**config.mk**
```make
export PLATFORM = sky130hd
export DESIGN_NAME = axi_lite_clint_flat
export DESIGN_NICKNAME = d
export VERILOG_FILES = /design/src/rtl/axi_lite_clint_pkg.sv /design/src/rtl/axi_lite_clint_if.sv /design/src/rtl/axi_lite_clint_timebase.sv /design/src/rtl/axi_lite_clint.sv /design/src/flat_wrapper.sv
export SDC_FILE = /design/constraint.sdc
export NUM_CORES = 1
export LEC_CHECK = 0
export ABC_AREA = 0
export CORE_MARGIN = 5
export CORE_UTILIZATION = 44
export DETAILED_ROUTE_END_ITERATION = 8
export GPL_TIMING_DRIVEN = 0
export HOLD_SLACK_MARGIN = 0.15
export MAX_ROUTING_LAYER = met4
export PLACE_DENSITY = 0.78
export REMOVE_ABC_BUFFERS = 1
export SYNTH_ARGS = -nofsm -noshare
export SYNTH_HDL_FRONTEND = slang
export SYNTH_SLANG_ARGS = --single-unit
```
**constraint.sdc**
```tcl
create_clock -name clk -period 3.6 [get_ports clk]
set_clock_uncertainty 0.2 [all_clocks]
set_input_delay 0.72 -clock clk [delete_from_list [all_inputs] [get_ports clk]]
set_output_delay 0.72 -clock clk [all_outputs]
set_load 0.03 [all_outputs]
```
**src/rtl/axi_lite_clint_pkg.sv**
```systemverilog
// Shared constants, FSM state types and the byte-merge helper for the CLINT.
package clint_pkg;

    localparam logic [63:0] CLINT_MSIP_OFF     = 64'h0000_0000_0000_0000;
    localparam logic [63:0] CLINT_MTIMECMP_OFF = 64'h0000_0000_0000_4000;
    localparam logic [63:0] CLINT_MTIME_OFF    = 64'h0000_0000_0000_BFF8;

    localparam logic [1:0] RESP_OKAY   = 2'b00;
    localparam logic [1:0] RESP_SLVERR = 2'b10;

    typedef enum logic {
        W_IDLE = 1'b0,
        W_RESP = 1'b1
    } clint_wstate_e;

    typedef enum logic {
        R_IDLE = 1'b0,
        R_RESP = 1'b1
    } clint_rstate_e;

    // Register targeted by a bus address; SEL_NONE answers SLVERR.
    typedef enum logic [1:0] {
        SEL_MSIP     = 2'd0,
        SEL_MTIMECMP = 2'd1,
        SEL_MTIME    = 2'd2,
        SEL_NONE     = 2'd3
    } clint_sel_e;

    // Replace byte i of old_val with byte i of new_val wherever strb[i] is set.
    function automatic logic [63:0] byte_merge(input logic [63:0] old_val,
                                               input logic [63:0] new_val,
                                               input logic [7:0]  strb);
        logic [63:0] res;
        res = old_val;
        for (int i = 0; i < 8; i++) begin
            if (strb[i]) begin
                res[8*i +: 8] = new_val[8*i +: 8];
            end else begin
                res[8*i +: 8] = old_val[8*i +: 8];
            end
        end
        return res;
    endfunction

endpackage

```
**src/rtl/axi_lite_clint_if.sv**
```systemverilog
// AXI-lite channel bundle between the MMIO hub (Master) and a slave window.
interface AXI_ift #(
    parameter int ADDR_W = 64,
    parameter int DATA_W = 64
) ();
    // write address / data / response
    logic [ADDR_W-1:0]   awaddr;
    logic                awvalid;
    logic                awready;
    logic [DATA_W-1:0]   wdata;
    logic [DATA_W/8-1:0] wstrb;
    logic                wvalid;
    logic                wready;
    logic [1:0]          bresp;
    logic                bvalid;
    logic                bready;
    // read address / data
    logic [ADDR_W-1:0]   araddr;
    logic                arvalid;
    logic                arready;
    logic [DATA_W-1:0]   rdata;
    logic [1:0]          rresp;
    logic                rvalid;
    logic                rready;

    modport Slave (
        input  awaddr, awvalid, wdata, wstrb, wvalid, bready, araddr, arvalid, rready,
        output awready, wready, bresp, bvalid, arready, rdata, rresp, rvalid
    );

    modport Master (
        output awaddr, awvalid, wdata, wstrb, wvalid, bready, araddr, arvalid, rready,
        input  awready, wready, bresp, bvalid, arready, rdata, rresp, rvalid
    );
endinterface

```
**src/rtl/axi_lite_clint_timebase.sv**
```systemverilog
// CLINT timebase: prescaler, mtime counter and mtimecmp with byte-strobe
// write ports, and the registered mtip compare.
module clint_timebase
    import clint_pkg::*;
#(
    parameter int unsigned TICK_DIV = 1
) (
    input  logic        clk,
    input  logic        rst,
    input  logic        mtime_we,
    input  logic        mtimecmp_we,
    input  logic [63:0] wdata,
    input  logic [7:0]  wstrb,
    output logic [63:0] mtime,
    output logic [63:0] mtimecmp,
    output logic        mtip
);

    localparam int unsigned    PW         = (TICK_DIV > 1) ? $clog2(TICK_DIV) : 1;
    localparam logic [PW-1:0]  PRESC_LAST = PW'(TICK_DIV - 1);

    logic [PW-1:0] presc_q, presc_d;
    logic [63:0]   mtime_q, mtime_d;
    logic [63:0]   mtimecmp_q, mtimecmp_d;
    logic          mtip_q, mtip_d;
    logic          tick_s;
    logic [63:0]   mtime_inc_s;

    // Next-state: prescaler wrap, tick increment, then written bytes override.
    always_comb begin
        tick_s = (presc_q == PRESC_LAST);
        if (tick_s) begin
            presc_d     = {PW{1'b0}};
            mtime_inc_s = mtime_q + 64'd1;
        end else begin
            presc_d     = presc_q + PW'(1);
            mtime_inc_s = mtime_q;
        end
        if (mtime_we) begin
            mtime_d = byte_merge(mtime_inc_s, wdata, wstrb);
        end else begin
            mtime_d = mtime_inc_s;
        end
        if (mtimecmp_we) begin
            mtimecmp_d = byte_merge(mtimecmp_q, wdata, wstrb);
        end else begin
            mtimecmp_d = mtimecmp_q;
        end
        mtip_d = (mtime_q >= mtimecmp_q);
    end

    // Timebase state registers.
    always_ff @(posedge clk) begin
        if (rst) begin
            presc_q    <= {PW{1'b0}};
            mtime_q    <= 64'd0;
            mtimecmp_q <= 64'hFFFF_FFFF_FFFF_FFFF;
            mtip_q     <= 1'b0;
        end else begin
            presc_q    <= presc_d;
            mtime_q    <= mtime_d;
            mtimecmp_q <= mtimecmp_d;
            mtip_q     <= mtip_d;
        end
    end

    assign mtime    = mtime_q;
    assign mtimecmp = mtimecmp_q;
    assign mtip     = mtip_q;

endmodule

```
**src/rtl/axi_lite_clint.sv**
```systemverilog
// AXI-lite core-local interruptor: address decode, independent read and
// write response FSMs, msip register, and the timebase sub-block.
module axi_lite_clint
    import clint_pkg::*;
#(
    parameter int          AXI_ADDR_WIDTH = 64,
    parameter int          AXI_DATA_WIDTH = 64,
    parameter logic [63:0] BASE           = 64'h0000_0000_0200_0000,
    parameter int unsigned TICK_DIV       = 1
) (
    input  logic        clk,
    input  logic        rst,
    AXI_ift.Slave       slave,
    output logic        mtip,
    output logic        msip,
    output logic [63:0] mtime
);

    clint_wstate_e             wstate_q, wstate_d;
    clint_rstate_e             rstate_q, rstate_d;
    logic [1:0]                bresp_q, bresp_d;
    logic [1:0]                rresp_q, rresp_d;
    logic [AXI_DATA_WIDTH-1:0] rdata_q, rdata_d;
    logic                      msip_q, msip_d;
    logic                      w_acc_s, r_acc_s;
    clint_sel_e                wsel_s, rsel_s;
    logic                      mtime_we_s, mtimecmp_we_s;
    logic [63:0]               mtime_s, mtimecmp_s;
    logic                      mtip_s;

    // Map a bus address onto a register; the low three bits are don't-care.
    function automatic clint_sel_e decode_sel(input logic [AXI_ADDR_WIDTH-1:0] addr);
        logic [AXI_ADDR_WIDTH-1:0] off;
        clint_sel_e                sel;
        off      = addr - AXI_ADDR_WIDTH'(BASE);
        off[2:0] = 3'b000;
        if (off == AXI_ADDR_WIDTH'(CLINT_MSIP_OFF)) begin
            sel = SEL_MSIP;
        end else if (off == AXI_ADDR_WIDTH'(CLINT_MTIMECMP_OFF)) begin
            sel = SEL_MTIMECMP;
        end else if (off == AXI_ADDR_WIDTH'(CLINT_MTIME_OFF)) begin
            sel = SEL_MTIME;
        end else begin
            sel = SEL_NONE;
        end
        return sel;
    endfunction

    // Write channel: accept AW+W together in idle, update target, hold B until bready.
    always_comb begin
        w_acc_s       = ~rst & (wstate_q == W_IDLE) & slave.awvalid & slave.wvalid;
        wsel_s        = decode_sel(slave.awaddr);
        wstate_d      = wstate_q;
        bresp_d       = bresp_q;
        msip_d        = msip_q;
        mtime_we_s    = 1'b0;
        mtimecmp_we_s = 1'b0;
        case (wstate_q)
            W_IDLE: begin
                if (w_acc_s) begin
                    wstate_d = W_RESP;
                    case (wsel_s)
                        SEL_MSIP: begin
                            bresp_d = RESP_OKAY;
                            if (slave.wstrb[0]) begin
                                msip_d = slave.wdata[0];
                            end else begin
                                msip_d = msip_q;
                            end
                        end
                        SEL_MTIMECMP: begin
                            bresp_d       = RESP_OKAY;
                            mtimecmp_we_s = 1'b1;
                        end
                        SEL_MTIME: begin
                            bresp_d    = RESP_OKAY;
                            mtime_we_s = 1'b1;
                        end
                        default: begin
                            bresp_d = RESP_SLVERR;
                        end
                    endcase
                end else begin
                    wstate_d = W_IDLE;
                end
            end
            W_RESP: begin
                if (slave.bready) begin
                    wstate_d = W_IDLE;
                end else begin
                    wstate_d = W_RESP;
                end
            end
            default: begin
                wstate_d = W_IDLE;
            end
        endcase
    end

    // Read channel: capture pre-update register contents on acceptance, hold until rready.
    always_comb begin
        r_acc_s  = ~rst & (rstate_q == R_IDLE) & slave.arvalid;
        rsel_s   = decode_sel(slave.araddr);
        rstate_d = rstate_q;
        rresp_d  = rresp_q;
        rdata_d  = rdata_q;
        case (rstate_q)
            R_IDLE: begin
                if (r_acc_s) begin
                    rstate_d = R_RESP;
                    case (rsel_s)
                        SEL_MSIP: begin
                            rresp_d = RESP_OKAY;
                            rdata_d = AXI_DATA_WIDTH'({63'd0, msip_q});
                        end
                        SEL_MTIMECMP: begin
                            rresp_d = RESP_OKAY;
                            rdata_d = AXI_DATA_WIDTH'(mtimecmp_s);
                        end
                        SEL_MTIME: begin
                            rresp_d = RESP_OKAY;
                            rdata_d = AXI_DATA_WIDTH'(mtime_s);
                        end
                        default: begin
                            rresp_d = RESP_SLVERR;
                            rdata_d = {AXI_DATA_WIDTH{1'b0}};
                        end
                    endcase
                end else begin
                    rstate_d = R_IDLE;
                end
            end
            R_RESP: begin
                if (slave.rready) begin
                    rstate_d = R_IDLE;
                end else begin
                    rstate_d = R_RESP;
                end
            end
            default: begin
                rstate_d = R_IDLE;
            end
        endcase
    end

    // Both response FSMs and the msip bit.
    always_ff @(posedge clk) begin
        if (rst) begin
            wstate_q <= W_IDLE;
            rstate_q <= R_IDLE;
            bresp_q  <= 2'b00;
            rresp_q  <= 2'b00;
            rdata_q  <= {AXI_DATA_WIDTH{1'b0}};
            msip_q   <= 1'b0;
        end else begin
            wstate_q <= wstate_d;
            rstate_q <= rstate_d;
            bresp_q  <= bresp_d;
            rresp_q  <= rresp_d;
            rdata_q  <= rdata_d;
            msip_q   <= msip_d;
        end
    end

    clint_timebase #(
        .TICK_DIV (TICK_DIV)
    ) u_timebase (
        .clk         (clk),
        .rst         (rst),
        .mtime_we    (mtime_we_s),
        .mtimecmp_we (mtimecmp_we_s),
        .wdata       (slave.wdata),
        .wstrb       (slave.wstrb),
        .mtime       (mtime_s),
        .mtimecmp    (mtimecmp_s),
        .mtip        (mtip_s)
    );

    assign slave.awready = w_acc_s;
    assign slave.wready  = w_acc_s;
    assign slave.bvalid  = (wstate_q == W_RESP);
    assign slave.bresp   = bresp_q;
    assign slave.arready = r_acc_s;
    assign slave.rvalid  = (rstate_q == R_RESP);
    assign slave.rresp   = rresp_q;
    assign slave.rdata   = rdata_q;

    assign mtip  = mtip_s;
    assign msip  = msip_q;
    assign mtime = mtime_s;

endmodule

```
**src/flat_wrapper.sv**
```systemverilog
// flat-port wrapper written by rule: the top's interface ports become plain ports
module axi_lite_clint_flat import clint_pkg::*;
#(
    parameter int          AXI_ADDR_WIDTH = 64,
    parameter int          AXI_DATA_WIDTH = 64,
    parameter logic [63:0] BASE           = 64'h0000_0000_0200_0000,
    parameter int unsigned TICK_DIV       = 1
)
  (clk, rst, mtip, msip, mtime, slave_awaddr, slave_awvalid, slave_wdata, slave_wstrb, slave_wvalid, slave_bready, slave_araddr, slave_arvalid, slave_rready, slave_awready, slave_wready, slave_bresp, slave_bvalid, slave_arready, slave_rdata, slave_rresp, slave_rvalid);
  AXI_ift #(.ADDR_W(64), .DATA_W(64)) slave_i ();
  input  logic clk;
  input  logic rst;
  output logic mtip;
  output logic msip;
  output logic [63:0] mtime;
  input wire logic [$bits(slave_i.awaddr)-1:0] slave_awaddr;
  input wire logic [$bits(slave_i.awvalid)-1:0] slave_awvalid;
  input wire logic [$bits(slave_i.wdata)-1:0] slave_wdata;
  input wire logic [$bits(slave_i.wstrb)-1:0] slave_wstrb;
  input wire logic [$bits(slave_i.wvalid)-1:0] slave_wvalid;
  input wire logic [$bits(slave_i.bready)-1:0] slave_bready;
  input wire logic [$bits(slave_i.araddr)-1:0] slave_araddr;
  input wire logic [$bits(slave_i.arvalid)-1:0] slave_arvalid;
  input wire logic [$bits(slave_i.rready)-1:0] slave_rready;
  output wire logic [$bits(slave_i.awready)-1:0] slave_awready;
  output wire logic [$bits(slave_i.wready)-1:0] slave_wready;
  output wire logic [$bits(slave_i.bresp)-1:0] slave_bresp;
  output wire logic [$bits(slave_i.bvalid)-1:0] slave_bvalid;
  output wire logic [$bits(slave_i.arready)-1:0] slave_arready;
  output wire logic [$bits(slave_i.rdata)-1:0] slave_rdata;
  output wire logic [$bits(slave_i.rresp)-1:0] slave_rresp;
  output wire logic [$bits(slave_i.rvalid)-1:0] slave_rvalid;
  assign slave_i.awaddr = slave_awaddr;
  assign slave_i.awvalid = slave_awvalid;
  assign slave_i.wdata = slave_wdata;
  assign slave_i.wstrb = slave_wstrb;
  assign slave_i.wvalid = slave_wvalid;
  assign slave_i.bready = slave_bready;
  assign slave_i.araddr = slave_araddr;
  assign slave_i.arvalid = slave_arvalid;
  assign slave_i.rready = slave_rready;
  assign slave_awready = slave_i.awready;
  assign slave_wready = slave_i.wready;
  assign slave_bresp = slave_i.bresp;
  assign slave_bvalid = slave_i.bvalid;
  assign slave_arready = slave_i.arready;
  assign slave_rdata = slave_i.rdata;
  assign slave_rresp = slave_i.rresp;
  assign slave_rvalid = slave_i.rvalid;
  axi_lite_clint #(.AXI_ADDR_WIDTH(AXI_ADDR_WIDTH), .AXI_DATA_WIDTH(AXI_DATA_WIDTH), .BASE(BASE), .TICK_DIV(TICK_DIV)) u_core (.clk(clk), .rst(rst), .slave(slave_i), .mtip(mtip), .msip(msip), .mtime(mtime));
endmodule
```
# [Word-level counts from Yosys, hierarchy flattened]
# Index checks and enable logic that the tools add are counted.
# Widths: inputs -> output; s select.
[totals] register_bits=201 latchBits=0 ramBits=0 mem_bits_ro=0 input_bits=207 out_inout_bits=139 word_cells=88 n_memories=0
[classes] n_addsub=4 n_mul=0 div=0 magnitude_cmp=1 n_eq_ne=8 shifts=0 muxes=31 n_bitwise=9 reduce_logical=18
[ops] cell="$pmux 64 s3" count=1
[ops] cell="$mux 64" count=2
[ops] cell="$sub 64x26->64 const B" count=2
[ops] cell="$eq 61x12->1 const B" count=2
[ops] cell="$eq 61x13->1 const B" count=2
[ops] cell="$logic_not 61->1" count=2
[ops] cell="$add 64x1->64 const B" count=1
[ops] cell="$ge 64x64->1" count=1
[ops] cell="$mux 8" count=8
[ops] cell="$reduce_and 2->1" count=10
[ops] cell="$mux 1" count=12
[ops] cell="$mux 2" count=6
[ops] cell="$reduce_or 3->1" count=2
[ops] cell="$and 1x1->1" count=5
[ops] cell="$eq 2x1->1 const B" count=2
[ops] cell="$eq 2x2->1 const B" count=2
[ops] cell="$logic_not 2->1" count=2
[ops] cell="$not 1->1" count=4
[ops] cell="$pmux 1 s2" count=2
[ops] cell="$reduce_and 4->1" count=1
[ops] cell="$reduce_or 2->1" count=1
[ops] cell="$add 1x1->1 const B" count=1

# [Longest topological paths before layout]
[logic_depth] depth_word=10 depth_mapped=10 depth_no_buf=9

# [Cells and area by module]
# Synthesis repeated with hierarchy kept, for this count alone.
[unflattened] hier_cells=1310 hier_area_um2=11199.5
[by_module_without_submodules] module="clint_timebase" instances=1 cells_each=868 area_each_um2=7632.3 seq_area_each_um2=2602.5
[by_module_without_submodules] module="axi_lite_clint" instances=1 cells_each=442 area_each_um2=3567.2 seq_area_each_um2=1381.3

# [Worst setup path after synthesis]
# Ideal clock, no wire load.
[synth_timing] kind="input-to-reg" start="in slave_awaddr[36]" end="reg u_core.u_timebase.mtime_q[56], in the netlist u_core.u_timebase.mtime[56]" setup_time_ns=0.121 t_arrival_ns=3.568 required_ns=3.279 slack_ns=-0.289 cell_stages=10 path_buffers=3 path_cell_list="or4_4 > or4_1 > buf_2 > nor3_4 > nand4b_1 > a2111o_1 > buf_6 > buf_12 > nor3_2 > mux2_2"
[synth_via] elab_chain_cells=10 word_cells_on_any_way=12 classes_between="add/sub: 1; eq/ne: 3; mux: 7; reduce/logical: 1"
[synth_rtl] element="start: declaration" line_no="flat_wrapper.sv:16" source="input wire logic [$bits(slave_i.awaddr)-1:0] slave_awaddr;"
[synth_rtl] element="$sub 64x26->64 *" line_no="axi_lite_clint.sv:35" source="off = addr - AXI_ADDR_WIDTH'(BASE);"
[synth_rtl] element="$eq 61x13->1" line_no="axi_lite_clint.sv:41" source="end else if (off == AXI_ADDR_WIDTH'(CLINT_MTIME_OFF)) begin"
[synth_rtl] element="$mux 1" line_no="axi_lite_clint.sv:41"
[synth_rtl] element="$mux 2" line_no="axi_lite_clint.sv:39" source="end else if (off == AXI_ADDR_WIDTH'(CLINT_MTIMECMP_OFF)) begin"
[synth_rtl] element="$mux 2 *" line_no="axi_lite_clint.sv:37" source="if (off == AXI_ADDR_WIDTH'(CLINT_MSIP_OFF)) begin"
[synth_rtl] element="$eq 2x2->1 *" line_no="axi_lite_clint.sv:62" source="case (wsel_s)"
[synth_rtl] element="$mux 1 *" line_no="axi_lite_clint.sv:62"
[synth_rtl] element="$mux 1 *" line_no="axi_lite_clint.sv:60" source="if (w_acc_s) begin"
[synth_rtl] element="$mux 1 *" line_no="axi_lite_clint.sv:58" source="case (wstate_q)"
[synth_rtl] element="$mux 64 *" line_no="axi_lite_clint_timebase.sv:39" source="if (mtime_we) begin"
[synth_rtl] element="end signal: assignment" line_no="axi_lite_clint_timebase.sv:61" source="mtime_q <= mtime_d;"
[synth_rtl] element="end: declaration" line_no="axi_lite_clint_timebase.sv:23" source="logic [63:0] mtime_q, mtime_d;"
# Mark *: on every way between the ends. The rest lies on a longest branch, timed or not.
# A chain may end at the register's enable or synchronous reset.

# [Final worst setup path]
[layout_timing] start="in slave_awaddr[38]" end="reg u_core.u_timebase.mtimecmp_q[6], in the netlist u_core.u_timebase.mtimecmp[6]"
[layout_via] elab_chain_cells=10 word_cells_on_any_way=12 classes_between="add/sub: 1; eq/ne: 3; mux: 6; reduce/logical: 2"
[layout_rtl] element="$sub 64x26->64 *" line_no="axi_lite_clint.sv:35"
[layout_rtl] element="$eq 61x13->1" line_no="axi_lite_clint.sv:41"
[layout_rtl] element="$mux 1" line_no="axi_lite_clint.sv:41"
[layout_rtl] element="$mux 2" line_no="axi_lite_clint.sv:39"
[layout_rtl] element="$mux 2 *" line_no="axi_lite_clint.sv:37"
[layout_rtl] element="$eq 2x1->1 *" line_no="axi_lite_clint.sv:62"
[layout_rtl] element="$mux 1 *" line_no="axi_lite_clint.sv:62"
[layout_rtl] element="$mux 1 *" line_no="axi_lite_clint.sv:60"
[layout_rtl] element="$mux 1 *" line_no="axi_lite_clint.sv:58"
[layout_rtl] element="$reduce_and 2->1 (no line) *"
[layout_rtl] element="end signal: assignment" line_no="axi_lite_clint_timebase.sv:62" source="mtimecmp_q <= mtimecmp_d;"
[layout_rtl] element="end: declaration" line_no="axi_lite_clint_timebase.sv:24" source="logic [63:0] mtimecmp_q, mtimecmp_d;"
# Marked as above.

==> summary.txt <==
Power and ir drop
  • Overall power: 4643 uW
  • Clock Power Share: 42.1%
  • Int Pwr: 3466 uW
  • Comb power frac: 10.2%
  • P_leak: 0.007285 uW
  • Part of the power in registers: 47.7%
  • Switch share: 25.36%
  • Maximum VDD drop: between 200 and 300 uV
  • Power per Cell Area: 273.0 nW/um^2
  • Sw Pwr: about 1200 uW

Clock tree
  • CTS Buf Count: 17
  • Htree depth: 4
  • Latest clock arrival within the worst-skew pair: 0.44 ns
  • Root buffer cell: clkbuf_16
  • Clock transition at the registers of the reported paths: ~0.080 ns
  • Clk buf depth: 2
  • Clock Sinks: 199
  • CTS tree: yes

GRT
  • Largest net degree at the start of global routing: 154
  • Global-route wire length before repair: 62.18 mm
  • Antenna violations before repair: 2
  • GRT Util Overall: 26.08%
  • Congestion Overflow GR: 0
  • Vias in the first global route: 11380

Routing
  • Drt initial violations: 984
  • Antenna-violating nets left: 0
  • Routed WL: 40.48 mm
  • Count of TritonRoute iterations in the first routing pass: 6
  • Via-to-Cell Ratio: 5.402
  • Drt drc: 0
  • Vias: 11630
  • DR WL/cell: 18.81 um

Floorplan
  • DIE WIDTH: between 150 and 200 um
  • FP Rows: between 50 and 60
  • I/O pin count: between 300 and 400
  • Initial core utilization: 44.84%
  • Die H: 173.2 um
  • Core area: 26130 sq um
  • Die area: between 20000 and 30000 sq um

Min path
  • Worst Hold Class: flip-flop to flip-flop

Setup path
  • Worst setup SP type: primary input
  • Crit Path Class: primary input to flip-flop
  • Crit. End Element: flip-flop
  • Highest-delay cell along the critical path: a2111o_2
  • Most used cell along the critical path: buf_12
  • Crit-path max FO: 8
  • WP data required: 3.76 ns
  • Maximum single-stage delay on the critical path: about 0.55 ns
  • Worst-path cell chain: buf_6 -> or4_4 -> or4_4 -> nor3_4 -> buf_6 -> nand4b_1 -> a2111o_2 -> buf_12 -> buf_12 -> buf_8 -> nor4_4 -> buf_12 -> mux2i_1
  • CP Data Arrival Time: 3.92 ns

Synth
  • Post-synth top area share: 34.00%
  • Syn avg cell area: 8.149 sq um
  • Post-synth EDFFs: 0
  • Compound-Gate Fraction of Synth Area: 9.609%
  • Mapped Area: 11720 sq um
  • Mux cell area share after synthesis: between 10% and 20%
  • Synth cell types: 61
  • Yosys warnings: 0
  • Leading area contributor after synthesis: dfxtp_1
  • Post-synth ARST share: 0%
  • Main combinational cell family by area after synthesis: simple AND/OR/NAND/NOR gates
  • Synth top area cells: dfxtp_1 34%, nor2_1 7.0%, ha_1 6.9%
  • Synth Area in XOR/XNOR: around 3.6%
  • Simple-Gate Fraction of Synth Area: ~29%
  • Synth Area in Adders: 6.940%
  • Post-synthesis sequential area ratio: 34.00%
  • Ys flop type: dfxtp_1
  • Number of synthesized register bits: 199
  • Post-synthesis cell count: about 1400

STA
  • Tcrit/Tclk final: 104.4%
  • Final Max Tran Viols: 0
  • Worst hold margin: 0.2363 ns
  • Worst slew pin tran: 0.8794 ns
  • Tmin final: 3.759 ns
  • Final setup margin: -0.1586 ns
  • Final Hold Fails: 0
  • RSZ-0062 raised after global routing: yes
  • Setup-failing EPs final: about 110
  • FMAX: roughly 270 MHz
  • Slew HR: 41.31%

Final layout
  • Share of post-route cells with drive strength above 1: 12.07%
  • Filler cell count: 2170
  • Commonest cells after routing, fill and taps aside: 328 x clkdlybuf4s50_1, 215 x nor2_1, 199 x dfxtp_1
  • Design area: roughly 17000 sq um
  • P&R area growth vs syn: 45.13%
  • Most common cell after layout, fill and taps aside: clkdlybuf4s50_1
  • Non-filler cells in the finished layout: 2152
  • # nets final: approximately 2100

Placement
  • Placed Cells incl. Taps: 2052
  • DP Area: 15390 sq um
  • Routability congestion estimate: 0.8912
  • Count of buffers from port buffering: 337
  • Detail Placement HPWL: a little under 30 mm
  • Setup WS pre-CTS: -1.640 ns

Outcome
  • Failing checks: negative setup slack
  • Status: finished with violations

Run
  • Max Cap Viol: 0
## registers in the layout (all words and copies together) (netlist names)
name and flops:
u_core.u_timebase.mtime 64, u_core.u_timebase.presc_q 1, u_core.slave.rdata 64, u_core.slave.rvalid 1
u_core.u_timebase.mtimecmp 64, u_core.slave.rresp 1, u_core.slave.bvalid 1, u_core.u_timebase.mtip 1
u_core.slave.bresp 1, u_core.msip 1
## power groups by stage
stage          Clock (uW)  Combinational (uW)  Sequential, uW
3_5_place_dp            0                 457            2270
4_1_cts              1980                 466            2220
2_1_floorplan           0                 103            2270
6_report             1950                 473            2220
5_1_grt              2090                 506            2220
3_3_place_gp            0                 462            2270
## area by class of cell
class / count / area, sq um / area share (%)
multi-input combinational: 1094 / 7411 / 43.57
timing repair buffer: 410 / 4303 / 25.30
sequential: 199 / 3984 / 23.42
clock buffer: 18 / 429.2 / 2.523
tap: 335 / 419.2 / 2.464
inverter: 79 / 296.5 / 1.744
clock inverter: 14 / 157.7 / 0.9269
antenna: 3 / 7.507 / 0.04414
## final timing paths
kind / start / to / slack, ns / cells past startpoint
worst max-delay path: slave_awaddr[38] / u_core.u_timebase.mtimecmp[6] / -0.16 / 13
worst min-delay path: u_core.slave.rdata[17] / u_core.slave.rdata[17] / 0.24 / 2
worst max register to register: u_core.u_timebase.mtime[0] / u_core.u_timebase.mtip / 0.37 / 9
worst min register to register: u_core.slave.rdata[17] / u_core.slave.rdata[17] / 0.24 / 2
## synth_stat cells (8+ instances only)
cell type / n
a21o_1: 9
nor2_1: 217
dfxtp_1: 199
a22oi_1: 63
o21ai_0: 32
nand2_1: 186
mux2i_1: 68
nand3_1: 30
nor4_4: 8
nor4_1: 32
nor3_1: 36
xor2_1: 18
or3_1: 17
nor2b_1: 68
clkbuf_1: 54
a21oi_1: 31
nand2b_1: 8
inv_1: 79
nand4_1: 31
mux2_2: 63
xnor2_1: 30
ha_1: 65
## layer usage
layer | global-route usage [%] | share of wire (%) | vias to the layer above
li1 | - | - | 5707
met1 | 32.70 | 43 | 5525
met2 | 43.71 | 49 | 353
met3 | 4.956 | 5.9 | 41
met4 | 6.252 | 1.9 | 0
met5 | - | 0 | -
## metrics by stage
stage	utilization [%]	TNS, ns
6_report	65.08	-9.509
3_5_place_dp	58.91	-223.00
4_1_cts	63.54	-1.108
5_1_grt	65.07	-13.31
2_1_floorplan	-	-244.50
3_3_place_gp	58.18	-1843.12
## what timing repair did
item | 4_1_cts | 5_1_grt
endpoints found under the setup margin | 156 | 155
hold buffers | 0 | 0
gates resized for setup | 43 | 47
pin swaps | 24 | 14
gates cloned | 1 | 2
setup buffers | 43 | 18
## cell families (layout without fill, tap and decap cells)
group	after synthesis	count (layout)
compound gates	168	168
xor+xnor	48	48
fa+ha+maj	65	65
buf+inv	149	521
flops	199	199
mux	131	131
other cells	1	6
simple gates	677	679
## worst max-delay path: cells and delay by family
kind	cells	cell delay, ns
compound gates	1	0.55
mux	1	0.19
buf+inv	6	0.81
simple gates	5	1.63
No activity file was read; power rests on OpenSTA's default activity.
